--- config.mk ---
export PLATFORM = sky130hd
export DESIGN_NAME = flash_reader_flat
export DESIGN_NICKNAME = d
export VERILOG_FILES = /design/src/rtl/flash_pkg.sv /design/src/rtl/flash_reader_if.sv /design/src/rtl/flash_sck_gen.sv /design/src/rtl/flash_reader.sv /design/src/flat_wrapper.sv
export SDC_FILE = /design/constraint.sdc
export NUM_CORES = 1
export LEC_CHECK = 0
export CORE_ASPECT_RATIO = 0.5
export CORE_UTILIZATION = 60
export CTS_BUF_LIST = sky130_fd_sc_hd__clkbuf_8 sky130_fd_sc_hd__clkbuf_16
export DETAILED_ROUTE_END_ITERATION = 16
export HOLD_SLACK_MARGIN = 0.03
export PLACE_DENSITY_LB_ADDON = 0.05
export SETUP_SLACK_MARGIN = 0.02
export SLEW_MARGIN = 20
export SYNTH_ARGS = -nofsm -noshare
export SYNTH_HDL_FRONTEND = slang
export SYNTH_SLANG_ARGS = --single-unit
export TNS_END_PERCENT = 10
--- constraint.sdc ---
create_clock -name clk -period 4.15 [get_ports clk]
set_input_delay 0.83 -clock clk [delete_from_list [all_inputs] [get_ports clk]]
set_output_delay 0.83 -clock clk [all_outputs]
set_load 0.01 [all_outputs]
--- src/rtl/flash_pkg.sv ---
// ---------------------------------------------------------------------------
// flash_pkg -- shared constants and types for the serial flash reader.
//
// Contents:
//   OPC_READ / OPC_FAST_READ : flash read opcodes
//   CMD_BITS .. DATA_BITS    : field lengths of one read frame, in bits
//   flash_state_e            : state encoding of the flash_reader FSM
//
// The FLASH_FAST_READ_EN macro (used by flash_reader) selects which opcode and
// which fields are used; this package always carries both.
// ---------------------------------------------------------------------------
package flash_pkg;

   localparam logic [7:0] OPC_READ      = 8'h03;
   localparam logic [7:0] OPC_FAST_READ = 8'h0B;

   localparam int CMD_BITS   = 8;
   localparam int ADDR_BITS  = 24;
   localparam int DUMMY_BITS = 8;
   localparam int DATA_BITS  = 8;

   // Encoding 3'd7 is never used; DUMMY is only reachable in fast-read builds.
   typedef enum logic [2:0] {
      IDLE  = 3'd0,
      CMD   = 3'd1,
      ADDR  = 3'd2,
      DUMMY = 3'd3,
      DATA  = 3'd4,
      DONE  = 3'd5,
      GAP   = 3'd6
   } flash_state_e;

endpackage

--- src/rtl/flash_reader_if.sv ---
// ---------------------------------------------------------------------------
// flash_reader_if -- consumer-side read request bundle of flash_reader.
//
// Signals:
//   fd_address [23:0] : flash byte address to read
//   fd_valid          : read-request level from the consumer
//   fd_ready          : one-cycle completion pulse from the reader
//   fd [7:0]          : last byte read, held between completions
//
// Handshake: fd_valid is a level, not a pulse. The reader samples it only
// while idle; the cycle it is seen high starts a read and fd_address is
// captured in that same cycle. Later changes to fd_valid or fd_address have no
// effect on the read in flight. Each read ends with exactly one fd_ready cycle
// in which fd already holds the new byte. A request still high when the
// reader returns to idle starts another read.
//
// Modports: master = consumer, slave = flash_reader.
// ---------------------------------------------------------------------------
interface flash_reader_if;

   logic [23:0] fd_address;
   logic        fd_valid;
   logic        fd_ready;
   logic [7:0]  fd;

   modport master (
      output fd_address,
      output fd_valid,
      input  fd_ready,
      input  fd
   );

   modport slave (
      input  fd_address,
      input  fd_valid,
      output fd_ready,
      output fd
   );

endinterface

--- src/rtl/flash_sck_gen.sv ---
// ---------------------------------------------------------------------------
// flash_sck_gen -- SCK phase timer for the flash reader.
//
// Ports:
//   clk, rst       : clock and synchronous active-high reset
//   en_i           : run the timer; while low it is held at the start of a
//                    low phase so the first bit always gets a full low phase
//   rise_tick_o    : single-cycle strobe, last cycle of an SCK low phase
//   fall_tick_o    : single-cycle strobe, last cycle of an SCK high phase
//
// Parameter CLK_DIV (1..255): clk cycles per SCK half-period.
// The ticks are enables for the owner's registered SCK, so SCK changes on the
// clk edge that ends the ticking cycle.
// ---------------------------------------------------------------------------
module flash_sck_gen #(
   parameter int CLK_DIV = 2
) (
   input  logic clk,
   input  logic rst,
   input  logic en_i,
   output logic rise_tick_o,
   output logic fall_tick_o
);

   localparam logic [7:0] DIV_LAST = 8'(CLK_DIV - 1);

   logic [7:0] cnt_q, cnt_d;
   logic       high_q, high_d;
   logic       at_last;

   always_comb begin
      at_last = (cnt_q == DIV_LAST);
      cnt_d   = cnt_q;
      high_d  = high_q;
      if (!en_i) begin
         cnt_d  = 8'd0;
         high_d = 1'b0;
      end else if (at_last) begin
         cnt_d  = 8'd0;
         high_d = ~high_q;
      end else begin
         cnt_d  = cnt_q + 8'd1;
      end
   end

   assign rise_tick_o = en_i && at_last && !high_q;
   assign fall_tick_o = en_i && at_last &&  high_q;

   always_ff @(posedge clk) begin
      if (rst) begin
         cnt_q  <= 8'd0;
         high_q <= 1'b0;
      end else begin
         cnt_q  <= cnt_d;
         high_q <= high_d;
      end
   end

endmodule

--- src/rtl/flash_reader.sv ---
// ---------------------------------------------------------------------------
// flash_reader -- single-byte SPI (mode 0) serial flash reader.
//
// Ports:
//   clk, rst     : clock and synchronous active-high reset
//   fd_bus       : flash_reader_if.slave (fd_address, fd_valid in;
//                  fd_ready, fd out)
//   spi_sck      : serial clock, idles low
//   spi_cs_n     : chip select, active low
//   spi_mosi     : serial data to the flash
//   spi_miso     : serial data from the flash
//   dbg_state_o  : current FSM state
//
// Parameters:
//   CLK_DIV (1..255) : SCK half-period in clk cycles
//   CS_GAP  (1..255) : spi_cs_n high cycles after a read, DONE cycle included
//
// Build option FLASH_FAST_READ_EN: when defined, uses opcode 8'h0B and sends a
// dummy byte between address and data (48-bit frame); otherwise opcode 8'h03
// and a 40-bit frame, with DUMMY treated as an illegal state.
//
// A frame is opcode, address, [dummy], data, all MSB first. Every output is a
// register, so the bus changes only on clk edges chosen by the FSM.
// ---------------------------------------------------------------------------
module flash_reader
   import flash_pkg::*;
#(
   parameter int CLK_DIV = 2,
   parameter int CS_GAP  = 4
) (
   input  logic                clk,
   input  logic                rst,
   flash_reader_if.slave       fd_bus,
   output logic                spi_sck,
   output logic                spi_cs_n,
   output logic                spi_mosi,
   input  logic                spi_miso,
   output flash_state_e        dbg_state_o
);

`ifdef FLASH_FAST_READ_EN
   localparam logic [7:0] OPCODE = OPC_FAST_READ;
   localparam int         N_BITS = CMD_BITS + ADDR_BITS + DUMMY_BITS + DATA_BITS;
   localparam logic [5:0] LAST_DUMMY = 6'(CMD_BITS + ADDR_BITS + DUMMY_BITS - 1);
`else
   localparam logic [7:0] OPCODE = OPC_READ;
   localparam int         N_BITS = CMD_BITS + ADDR_BITS + DATA_BITS;
`endif
   localparam logic [5:0] LAST_CMD  = 6'(CMD_BITS - 1);
   localparam logic [5:0] LAST_ADDR = 6'(CMD_BITS + ADDR_BITS - 1);
   localparam logic [5:0] LAST_BIT  = 6'(N_BITS - 1);
   localparam logic [7:0] GAP_LEN   = 8'(CS_GAP);

   flash_state_e state_q;
   logic [5:0]   bit_cnt_q;   // index of the frame bit currently on the bus
   logic [7:0]   gap_cnt_q;   // cs_n-high cycles elapsed, DONE counted as 1
   logic [30:0]  tx_q;        // outgoing bits still to send after the one on MOSI
   logic [7:0]   rx_q;
   logic         sck_q;
   logic         cs_n_q;
   logic         mosi_q;
   logic [7:0]   fd_q;
   logic         fd_ready_q;

   logic         sck_en;
   logic         rise_tick;
   logic         fall_tick;

   // The timer runs only while a frame is on the bus, which also guarantees
   // SCK stays low whenever chip select is high.
`ifdef FLASH_FAST_READ_EN
   assign sck_en = (state_q == CMD) || (state_q == ADDR) ||
                   (state_q == DUMMY) || (state_q == DATA);
`else
   assign sck_en = (state_q == CMD) || (state_q == ADDR) || (state_q == DATA);
`endif

   flash_sck_gen #(
      .CLK_DIV (CLK_DIV)
   ) u_sck_gen (
      .clk         (clk),
      .rst         (rst),
      .en_i        (sck_en),
      .rise_tick_o (rise_tick),
      .fall_tick_o (fall_tick)
   );

   always_ff @(posedge clk) begin
      if (rst) begin
         state_q    <= IDLE;
         bit_cnt_q  <= 6'd0;
         gap_cnt_q  <= 8'd0;
         tx_q       <= '0;
         rx_q       <= 8'h00;
         sck_q      <= 1'b0;
         cs_n_q     <= 1'b1;
         mosi_q     <= 1'b0;
         fd_q       <= 8'h00;
         fd_ready_q <= 1'b0;
      end else begin
         fd_ready_q <= 1'b0;
         case (state_q)
            IDLE: begin
               cs_n_q <= 1'b1;
               sck_q  <= 1'b0;
               mosi_q <= 1'b0;
               if (fd_bus.fd_valid) begin
                  // The address is captured here; tx_q is the only copy used.
                  state_q   <= CMD;
                  cs_n_q    <= 1'b0;
                  mosi_q    <= OPCODE[7];
                  tx_q      <= {OPCODE[6:0], fd_bus.fd_address};
                  bit_cnt_q <= 6'd0;
               end
            end

`ifdef FLASH_FAST_READ_EN
            CMD, ADDR, DUMMY, DATA: begin
`else
            CMD, ADDR, DATA: begin
`endif
               if (rise_tick) begin
                  sck_q <= 1'b1;
                  if (state_q == DATA) begin
                     rx_q <= {rx_q[6:0], spi_miso};
                  end
               end
               if (fall_tick) begin
                  // End of a bit: SCK drops and MOSI moves to the next bit in
                  // the same edge, so MOSI only ever changes with SCK low.
                  sck_q     <= 1'b0;
                  bit_cnt_q <= bit_cnt_q + 6'd1;
                  if (bit_cnt_q < LAST_ADDR) begin
                     mosi_q <= tx_q[30];
                     tx_q   <= {tx_q[29:0], 1'b0};
                  end else begin
                     mosi_q <= 1'b0;
                  end

                  if (bit_cnt_q == LAST_BIT) begin
                     state_q    <= DONE;
                     cs_n_q     <= 1'b1;
                     fd_q       <= rx_q;
                     fd_ready_q <= 1'b1;
                     bit_cnt_q  <= 6'd0;
                  end else if (bit_cnt_q == LAST_CMD) begin
                     state_q <= ADDR;
                  end else if (bit_cnt_q == LAST_ADDR) begin
`ifdef FLASH_FAST_READ_EN
                     state_q <= DUMMY;
                  end else if (bit_cnt_q == LAST_DUMMY) begin
                     state_q <= DATA;
`else
                     state_q <= DATA;
`endif
                  end
               end
            end

            DONE: begin
               cs_n_q <= 1'b1;
               sck_q  <= 1'b0;
               mosi_q <= 1'b0;
               if (GAP_LEN <= 8'd1) begin
                  state_q <= IDLE;
               end else begin
                  state_q   <= GAP;
                  gap_cnt_q <= 8'd2;
               end
            end

            GAP: begin
               cs_n_q <= 1'b1;
               sck_q  <= 1'b0;
               mosi_q <= 1'b0;
               if (gap_cnt_q >= GAP_LEN) begin
                  state_q   <= IDLE;
                  gap_cnt_q <= 8'd0;
               end else begin
                  gap_cnt_q <= gap_cnt_q + 8'd1;
               end
            end

            default: begin
               // Unused encodings (and DUMMY in a plain-read build) recover to
               // idle with the bus released.
               state_q   <= IDLE;
               cs_n_q    <= 1'b1;
               sck_q     <= 1'b0;
               mosi_q    <= 1'b0;
               bit_cnt_q <= 6'd0;
               gap_cnt_q <= 8'd0;
            end
         endcase
      end
   end

   assign spi_sck         = sck_q;
   assign spi_cs_n        = cs_n_q;
   assign spi_mosi        = mosi_q;
   assign fd_bus.fd       = fd_q;
   assign fd_bus.fd_ready = fd_ready_q;
   assign dbg_state_o     = state_q;

endmodule

--- src/flat_wrapper.sv ---
// flat-port wrapper written by rule: the top's interface ports become plain ports
module flash_reader_flat import flash_pkg::*;
#(
   parameter int CLK_DIV = 2,
   parameter int CS_GAP  = 4
)
  (clk, rst, spi_sck, spi_cs_n, spi_mosi, spi_miso, dbg_state_o, fd_bus_fd_address, fd_bus_fd_valid, fd_bus_fd_ready, fd_bus_fd);
  flash_reader_if fd_bus_i ();
  input  logic clk;
  input  logic rst;
  output logic spi_sck;
  output logic spi_cs_n;
  output logic spi_mosi;
  input  logic spi_miso;
  output flash_state_e dbg_state_o;
  input wire logic [$bits(fd_bus_i.fd_address)-1:0] fd_bus_fd_address;
  input wire logic [$bits(fd_bus_i.fd_valid)-1:0] fd_bus_fd_valid;
  output wire logic [$bits(fd_bus_i.fd_ready)-1:0] fd_bus_fd_ready;
  output wire logic [$bits(fd_bus_i.fd)-1:0] fd_bus_fd;
  assign fd_bus_i.fd_address = fd_bus_fd_address;
  assign fd_bus_i.fd_valid = fd_bus_fd_valid;
  assign fd_bus_fd_ready = fd_bus_i.fd_ready;
  assign fd_bus_fd = fd_bus_i.fd;
  flash_reader #(.CLK_DIV(CLK_DIV), .CS_GAP(CS_GAP)) u_core (.clk(clk), .rst(rst), .fd_bus(fd_bus_i), .spi_sck(spi_sck), .spi_cs_n(spi_cs_n), .spi_mosi(spi_mosi), .spi_miso(spi_miso), .dbg_state_o(dbg_state_o));
endmodule
==> summary.md, run 1 <==
| Metric | Value |
|---|---|
| Status | completed |
| Antenna Nets Post-Route | 0 |
| Later-pin clock latency in the skew report | 0.34 ns |
| Max_cap viols | 0 |
| Critical hold path startpoint | u_core.u_sck_gen.cnt_q[0] |
| Die ar. | 6230 um2 |
| Die Wd | 111 um |
| Gate Count Post-Synth | 404 |
| I/O pins | 43 |
| Slew headroom | 32.8% |
| Dpl ws | 1.09 ns |
| H-tree Lvls | 3 |
| RSZ-0062 raised after global routing | false |
| Layout cell share with drive strength beyond 1 | 8.26% |
| Chip Height | 56.3 um |
| CTS Buf Count | 9 |
| Placed Cells incl. Taps | 493 |
| PostCTS Resize Cnt | 0 |
| Power Dens Cells | 659 nW/um2 |
| Count of different cell masters after synthesis | 60 |
| Clock slew at reported path FFs | 0.06 ns |
| Synth Area per Inst | 8.76 um2 |
| Total wire length | 7920 um |
| CORE AREA | 5590 um2 |
| Site Rows | 19 |
| Slew @ Worst Pin | 1.01 ns |
| Synth-to-Final Area Change | 19.3% |
| Hold WS | 0.463 ns |
| Number of enable flip-flop cells after synthesis | 0 |
| Register area share after synthesis | 43.5% |
| Final setup viols | 0 |
| Vias in the first global route | 2839 |
| Seq. cell area | 1540 um2 |
| Final Worst Setup Slack | 1.00 ns |
| VDD IR max | 0.478 mV |
| Max Fclk | 317 MHz |
| Worst Path Arrival | 3.31 ns |
| Fin nets | 464 |
| Total power | 2.78 mW |
| Initial antenna violation count | 0 |
| Number of setup buffers added after CTS | 0 |
| Synth async-reset ratio | 0% |
| Critical path peak fanout | 25 |
| CTS max path bufs | 2 |
| CP endpoint kind | flop |
| Vias per inst | 6.02 |
| Static leakage | 1.55 nW |
| Non-filler cells, final | 509 |
| Largest net degree at the start of global routing | 41 |
| Clock root buffer | clkbuf_16 |
| Vias after detailed routing | 3065 |
| Area occupied by multi-input gates | 1810 um2 |
| Syn nets | 437 |
| Residual DRC | 0 |
| Filler instances | 408 |
| DP Wirelength | 4940 um |
| Hold Path Class | flop to flop |
| Starting Density | 63.4% |
| Post-synthesis register bit count | 77 |
| Commonest non-fill, non-tap cell in the layout | dfxtp_1 |
| DR WL/cell | 15.6 um |
| Area after DPL | 3910 um2 |
| First-pass GRT wire length | 13200 um |
| Synthesis warning total | 0 |
| Setup_tns | 0 ns |
| Layout Skew | 0.00458 ns |
| Buffers on Ports | 42 |
| Hold Fails Final Rpt | 0 |
| First drt pass iteration count | 5 |
| Gr ovfl total | 0 |
| Tot GR Track Use | 26.9% |
| CTS tree | built |
| Most frequent cells in the layout | dfxtp_1 (77), nand2_1 (59), a21oi_1 (41), clkdlybuf4s50_1 (41), nor2_1 (39) |
| Final Max Tran Viols | 0 |
| Crit Path Category | flop to flop |
| Ratio of final minimum period to clock period | 75.9% |
| Netlist Area Pre-Place | 3540 um2 |
| CTS Hold Bufs | 0 |
| Final instance area | 4220 um2 |
| Iter 0 DRT Violations | 227 |
| Total clock sinks | 77 |
| RR Startpoint | u_core.dbg_state_o[0] |
| Post-layout min period | 3.15 ns |
| Top FF cell, synth | dfxtp_1 |
| CP startpoint kind | flop |
| ANT cells | 0 |
| Crit path required time | 4.30 ns |
| Layout Utilization | 75.6% |
| Gpl congestion | 0.802 |
| Critical path launch point | u_core.dbg_state_o[0] |
-- cells in the mapped netlist, drive strengths merged (4+ instances only) --
library cell	number	area, um2
clkbuf	15	76.3
mux2i	17	183
nor3	5	36.3
a31oi	4	25.0
buf	14	87.6
inv	6	22.5
o21ai	15	78.8
nand3	9	45.0
dfxtp	77	1540
nand2	59	221
ha	5	62.6
a21oi	42	214
nand4	9	56.3
a311oi	25	219
and3	5	32.5
xor2	6	60.1
xnor2	4	35.0
nor2	40	153
-- registers in the layout, summed over array words and instances, names as in the netlist --
register                 count
u_core.tx_q                 31
u_core.fd_bus.fd             8
u_core.gap_cnt_q             8
u_core.rx_q                  8
u_core.u_sck_gen.cnt_q       8
u_core.bit_cnt_q             6
u_core.dbg_state_o           3
u_core.fd_bus.fd_ready       1
u_core.spi_cs_n              1
u_core.spi_mosi              1
u_core.spi_sck               1
u_core.u_sck_gen.high_q      1
-- path summary, 6_finish.rpt --
check	to	slack, ns	depth (start not counted)
min	u_core.u_sck_gen.cnt_q[0]	0.46	1
min reg2reg	u_core.u_sck_gen.cnt_q[0]	0.46	1
max	u_core.tx_q[18]	1.0	4
max reg2reg	u_core.tx_q[18]	1.0	4
-- cells by family (layout without fill, tap and decap cells) --
group	count (synthesis)	after routing	synth area share (%)
mux	18	18	5.48
xor+xnor	10	10	2.69
buf+inv	35	67	5.27
simple gates	151	151	20.6
compound gates	105	105	19.8
flops	77	77	43.5
fa+ha+maj	8	8	2.61
-- report_power, final --
part           switching [mW]  total, mW  leakage, nW  internal (mW)
Sequential              0.112      0.979        0.628          0.867
Clock                   0.303      0.825        0.149          0.522
Combinational           0.617      0.978        0.776          0.361
Total                    1.03       2.78         1.55           1.75
-- critical path, cell delays in order, from the launching register on --
cell and delay (ns):
dfxtp_1 0.79, mux2i_4 0.77, o21ai_1 0.34, nor2_2 0.83, a311oi_1 0.22
-- metal layers --
metal | GRT usage, % | share of wire [%] | vias up | wire (um)
li1 | - | - | 1518 | -
met1 | 33.3 | 46 | 1457 | 3660
met2 | 42.4 | 46 | 78 | 3670
met3 | 11.6 | 6.4 | 12 | 503
met4 | 8.95 | 1.1 | 0 | 88
met5 | 0 | 0 | - | 0
-- layout make-up --
| class | instances | area share (%) |
|---|---|---|
| well taps | 73 | 2.16 |
| flip-flops and latches | 77 | 36.5 |
| inverters | 6 | 0.533 |
| multi-input cells | 292 | 42.9 |
| clock inverters | 7 | 2.16 |
| clock buffers | 9 | 5.33 |
| repair buffers | 45 | 10.4 |
(Power assumes the default switching activity.)
==> run 2, diff against run 1 <==
CORE_UTILIZATION = 50   (was 60)
clock period = 2.6 ns   (was 4.15 ns; I/O delays follow)
==> summary.md, run 2 (synthesized netlist as in run 1, its figures left out) <==
| Metric | Value |
|---|---|
| Commonest non-fill, non-tap cell in the layout | dfxtp_1 (unchanged) |
| Die ar. | 7440 um2 (was 6230 um2) |
| Power Dens Cells | 1020 nW/um2 (was 659 nW/um2) |
| Max_cap viols | 0 (unchanged) |
| Buffers on Ports | 42 (unchanged) |
| Static leakage | 1.58 nW (was 1.55 nW) |
| Hold Path Class | flop to flop (unchanged) |
| DP Wirelength | 5120 um (was 4940 um) |
| Slew @ Worst Pin | 0.804 ns (was 1.01 ns) |
| Vias per inst | 5.76 (was 6.02) |
| Gr ovfl total | 0 (unchanged) |
| Most frequent cells in the layout | dfxtp_1 (77), nand2_1 (59), a21oi_1 (41), clkdlybuf4s50_1 (41), nor2_1 (39) (unchanged) |
| CP startpoint kind | flop (unchanged) |
| Hold Fails Final Rpt | 0 (unchanged) |
| Worst path max stage delay | 0.55 ns (was 0.83 ns) |
| Post-layout min period | 2.24 ns (was 3.15 ns) |
| Fin nets | 471 (was 464) |
| First-pass GRT wire length | 12600 um (was 13200 um) |
| Iter 0 DRT Violations | 256 (was 227) |
| I/O pins | 43 (unchanged) |
| VDD IR max | 0.607 mV (was 0.478 mV) |
| Final Worst Setup Slack | 0.359 ns (was 1.00 ns) |
| Status | completed (unchanged) |
| Vias after detailed routing | 3079 (was 3065) |
| Gpl congestion | 0.757 (was 0.802) |
| CORE AREA | 6750 um2 (was 5590 um2) |
| Starting Density | 52.4% (was 63.4%) |
| CTS Buf Count | 9 (unchanged) |
| Setup_tns | 0 ns (unchanged) |
| Final Max Tran Viols | 0 (unchanged) |
| Initial antenna violation count | 0 (unchanged) |
| Max Fclk | 446 MHz (was 317 MHz) |
| Slowest CP cell | dfxtp_1 (was nor2_2) |
| Delay-heaviest family, CP | compound AO/OA/AOI/OAI gates (was simple AND/OR/NAND/NOR gates) |
| CTS tree | built (unchanged) |
| Residual DRC | 0 (unchanged) |
| Largest reg by FF count | u_core.tx_q (unchanged) |
| Cell-by-cell listing of the critical path | xor2_2 -> mux2i_4 -> buf_4 -> o221a_2 -> a21oi_1 -> a311oi_1 (was mux2i_4 -> o21ai_1 -> nor2_2 -> a311oi_1) |
| Number of setup buffers added after CTS | 0 (unchanged) |
| Crit path required time | 2.83 ns (was 4.30 ns) |
| Chip Height | 61.5 um (was 56.3 um) |
| Max reg flops | 31 (unchanged) |
| Antenna Nets Post-Route | 0 (unchanged) |
| Slew headroom | 46.4% (was 32.8%) |
| DR WL/cell | 15.0 um (was 15.6 um) |
| Critical path peak fanout | 33 (was 25) |
| Worst Path Arrival | 2.47 ns (was 3.31 ns) |
| Later-pin clock latency in the skew report | 0.33 ns (was 0.34 ns) |
| Synth-to-Final Area Change | 20.5% (was 19.3%) |
| Tot GR Track Use | 22.4% (was 26.9%) |
| Total clock sinks | 77 (unchanged) |
| Final setup viols | 0 (unchanged) |
| Die Wd | 121 um (was 111 um) |
| Total wire length | 8000 um (was 7920 um) |
| CP endpoint kind | flop (unchanged) |
| Site Rows | 21 (was 19) |
| RSZ-0062 raised after global routing | false (unchanged) |
| H-tree Lvls | 3 (unchanged) |
| CTS max path bufs | 2 (unchanged) |
| First drt pass iteration count | 4 (was 5) |
| Crit Path Category | flop to flop (unchanged) |
| ANT cells | 0 (unchanged) |
| Clock root buffer | clkbuf_16 (unchanged) |
| Crit path buf inv count | 1 (was 0) |
| Dpl ws | 0.132 ns (was 1.09 ns) |
| Layout cell share with drive strength beyond 1 | 9.71% (was 8.26%) |
| Layout Skew | 0.00629 ns (was 0.00458 ns) |
| Largest net degree at the start of global routing | 46 (was 41) |
| Ratio of final minimum period to clock period | 86.2% (was 75.9%) |
| Clock slew at reported path FFs | 0.06 ns (about the same) |
| Vias in the first global route | 2579 (was 2839) |
run 2: worst register-to-register path: cells and delay by family (launching register included):
family | cells | cell delay [ns]
multiplexers | 1 | 0.31
XOR/XNOR | 1 | 0.17
flip-flops | 1 | 0.55
AO/OA/AOI/OAI | 3 | 0.69
buffers and inverters | 1 | 0.42
run 2: repair_timing:
item                                   in CTS  in global routing
setup endpoints to repair                   0                  1
endpoints found under the hold margin       0                  0
resized for setup                           0                  1
hold buffers                                0                  0
run 2: power by group:
group          total (mW)  switching (mW)  internal [mW]
logic                1.67            1.04          0.633
registers            1.52           0.140           1.38
clock network        1.15           0.463          0.689
run 2: cell type report:
type	count	area [um2]
clock buffer	11	253
clock inverter	5	26.3
fill	586	2490
inverter	6	22.5
multi-input combinational	292	1820
sequential	77	1540
tap	92	115
timing repair buffer	52	490
run 2: worst paths after layout:
check / to / from / cells past startpoint / slack (ns)
worst max-delay path: u_core.dbg_state_o[2] / u_core.dbg_state_o[1] / 6 / 0.36
worst min-delay path: u_core.u_sck_gen.cnt_q[0] / u_core.u_sck_gen.cnt_q[0] / 1 / 0.46
worst max register to register: u_core.dbg_state_o[2] / u_core.dbg_state_o[1] / 6 / 0.36
worst min register to register: u_core.u_sck_gen.cnt_q[0] / u_core.u_sck_gen.cnt_q[0] / 1 / 0.46
run 2: stage by stage:
| step | area, um2 | hold slack (ns) | util (%) | power, mW | cells |
|---|---|---|---|---|---|
| global route | 4270 | 0.480 | 63.2 | 4.63 | 535 |
| finish | 4270 | 0.461 | 63.2 | 4.34 | 535 |
| detailed placement | 3980 | 0.455 | 59.0 | 3.19 | 519 |
| floorplan | 3540 | 0.430 | - | 2.83 | 404 |
| CTS | 4260 | 0.467 | 63.1 | 4.36 | 535 |
| global placement | 3980 | 0.443 | 59.0 | 3.12 | 519 |
run 2: routing by layer:
metal  vias to the layer above  global-route usage [%]  share of wire (%)
met2                        86                    35.5                 45
met1                      1448                    28.6                 47
met5                         -                       0                  0
met3                         8                    8.33                6.3
met4                         0                    7.76                1.2
li1                       1537                       -                  -
==> run 3, diff against run 2 <==
CAP_MARGIN = 10   (was not set)
==> results of run 3 <==
No change in the layout: final DEF, timing and power equal those of run 2.
==> edit, RTL diff (flow settings as in run 2) <==
The option `FLASH_FAST_READ_EN` is turned on by a define.
--- a/src/rtl/flash_reader.sv
+++ b/src/rtl/flash_reader.sv
@@ -23,4 +23,6 @@
 // register, so the bus changes only on clk edges chosen by the FSM.
 // ---------------------------------------------------------------------------
+`define FLASH_FAST_READ_EN
+
 module flash_reader
    import flash_pkg::*;
Check against the original RTL: same outputs for any inputs over 10 cycles, from zero or initial values and one cycle with rst high; that may be too few to reach the edited logic, so the function may still have changed.
==> edit against run 2 <==
  * Synthesized area fell by 1.2%
  * Cell area fell by 0.91%
  * Sequential share of layout area rose by 0.33 points
  * Power fell by 15%
  * Sequential cell count did not move
  * Worst setup slack got worse by 0.0023 ns
  * Via count fell by 4.0%
  * Cell count rose by 0.75%
  * Wire length fell by 9.0%
  * Non-clock buffer count fell by 1
==> edit: results (changes against run 2) <==
| Metric | Value |
|---|---|
| Outcome | finished, final reports clean |
| Drt wl/cell | 13.5 µm (-9.7%) |
| First-pass GRT wire length | 11700 µm (-7.3%) |
| Clock latency at the later pin of the worst-skew pair | 0.33 ns (about the same) |
| Peak supply drop | 0.390 mV (-36%) |
| Syn Nets | 441 (+0.92%) |
| Clk_skew | 0.00563 ns (-0.000660 ns) |
| First-pass DRT Iterations | 5 (+1) |
| Share of post-route cells with drive strength above 1 | 6.94% (-2.8 points) |
| Layout fillers | 598 (+2.0%) |
| Register area share after synthesis | 44.1% (+0.53 points) |
| Top cells by area, synth | dfxtp_1 (44%), nand2_1 (7.2%), nor2_1 (7.1%) |
| IO buf count | 42 (unchanged) |
| Gr usage total | 20.7% (-1.7 points) |
| Initial antenna violation count | 0 (unchanged) |
| DR iter-0 viols | 178 (-30%) |
| Post-synth top cells | dfxtp_1 (77), nand2_1 (67), nor2_1 (66) |
| Via count | 2957 (-4.0%) |
| Slew headroom | 62.9% (+17 points) |
| GPL Wtd Cong | 0.897 (+18%) |
| Syn Inst Count | 408 (+0.99%) |
| Number of synthesis warnings | 0 (unchanged) |
| Nets | 477 (+1.3%) |
| Worst min path class | flip-flop to flip-flop |
| Clock tree buffer depth | 2 (unchanged) |
| Clk root buf | clkbuf_16 |
| Setup Fix Bufs, Post-CTS | 0 (unchanged) |
| CP arrival | 2.45 ns (-0.02 ns) |
| Largest net degree at the start of global routing | 54 (+17%) |
| Distinct cells, synth | 50 (-17%) |
| DP Cell Count | 525 (+1.2%) |
| Finished Layout Cells | 539 (+0.75%) |
| HPWL Detailed | 4910 µm (-4.0%) |
| CP Max Fanout | 13 (-61%) |
| Clk pin slew, worst setup/hold paths | 0.06 ns (about the same) |
| Vias in the first global route | 2559 (-0.78%) |
| Leakage | 1.60 nW (+1.3%) |
==> edit: cell types whose count changed in the layout (fill, tap and decap cells not counted), sizes merged, moves of 3 or more <==
cell,before,now
nor2,40,66
a21oi,42,26
nand2,59,67
nand4,9,4
nand3,9,13
o21ai,15,11
a211oi,3,0
a31oi,4,1
xor2,6,9
==> edit: critical path, stage by stage (launching register included) <==
cell and delay (ns):
dfxtp_1 0.43, o21ai_1 0.38, nand2_1 0.21, or4_1 0.81, mux2i_1 0.24, nor2_1 0.06
==> edit: final timing paths <==
kind / depth (start not counted) / start / end
max: 5 / u_core.dbg_state_o[1] / u_core.fd_bus.fd[2]
min: 2 / u_core.tx_q[24] / u_core.tx_q[24]
max reg2reg: 5 / u_core.dbg_state_o[1] / u_core.fd_bus.fd[2]
min reg2reg: 2 / u_core.tx_q[24] / u_core.tx_q[24]
==> edit: area by class of cell <==
| cell class | count | area share, % |
|---|---|---|
| multi-input cells | 299 | 41.9 |
| clock buffers | 10 | 5.65 |
| inverters | 6 | 0.533 |
| well taps | 92 | 2.72 |
| clock inverters | 4 | 1.01 |
| flip-flops and latches | 77 | 36.5 |
| repair buffers | 51 | 11.7 |
==> edit: per-stage QoR <==
step	power (mW)	util [%]	hold WS, ns	instance area (µm²)	setup slack (ns)
after floorplan	2.23	-	0.429	3500	0.680
after global placement	2.49	58.7	0.436	3950	0.434
after detailed placement	2.52	58.7	0.445	3950	0.369
after CTS	3.73	62.9	0.456	4230	0.364
after global routing	3.92	62.9	0.466	4230	0.123
final	3.70	62.9	0.453	4230	0.357
==> edit: routing by layer <==
| metal | GRT usage (%) | wire length [µm] | vias up |
|---|---|---|---|
| met4 | 6.00 | 27 | 0 |
| met1 | 26.2 | 3510 | 1373 |
| met2 | 33.2 | 3290 | 80 |
| met3 | 8.61 | 461 | 4 |
| met5 | 0 | 0 | - |
| li1 | - | - | 1500 |
==> edit: cells by family after synthesis <==
logic type	count (synthesis)	synth area share, %
flops	77	44.1
compound gates	77	15.6
simple gates	187	25.1
mux	16	4.58
xor+xnor	12	3.00
fa+ha+maj	7	2.36
buf+inv	32	5.36
==> edit: power breakdown <==
| part | internal, mW | switching, mW | leakage [nW] |
|---|---|---|---|
| registers | 1.33 | 0.102 | 0.627 |
| clock network | 0.749 | 0.439 | 0.147 |
| logic | 0.395 | 0.679 | 0.830 |
| total | 2.48 | 1.22 | 1.60 |
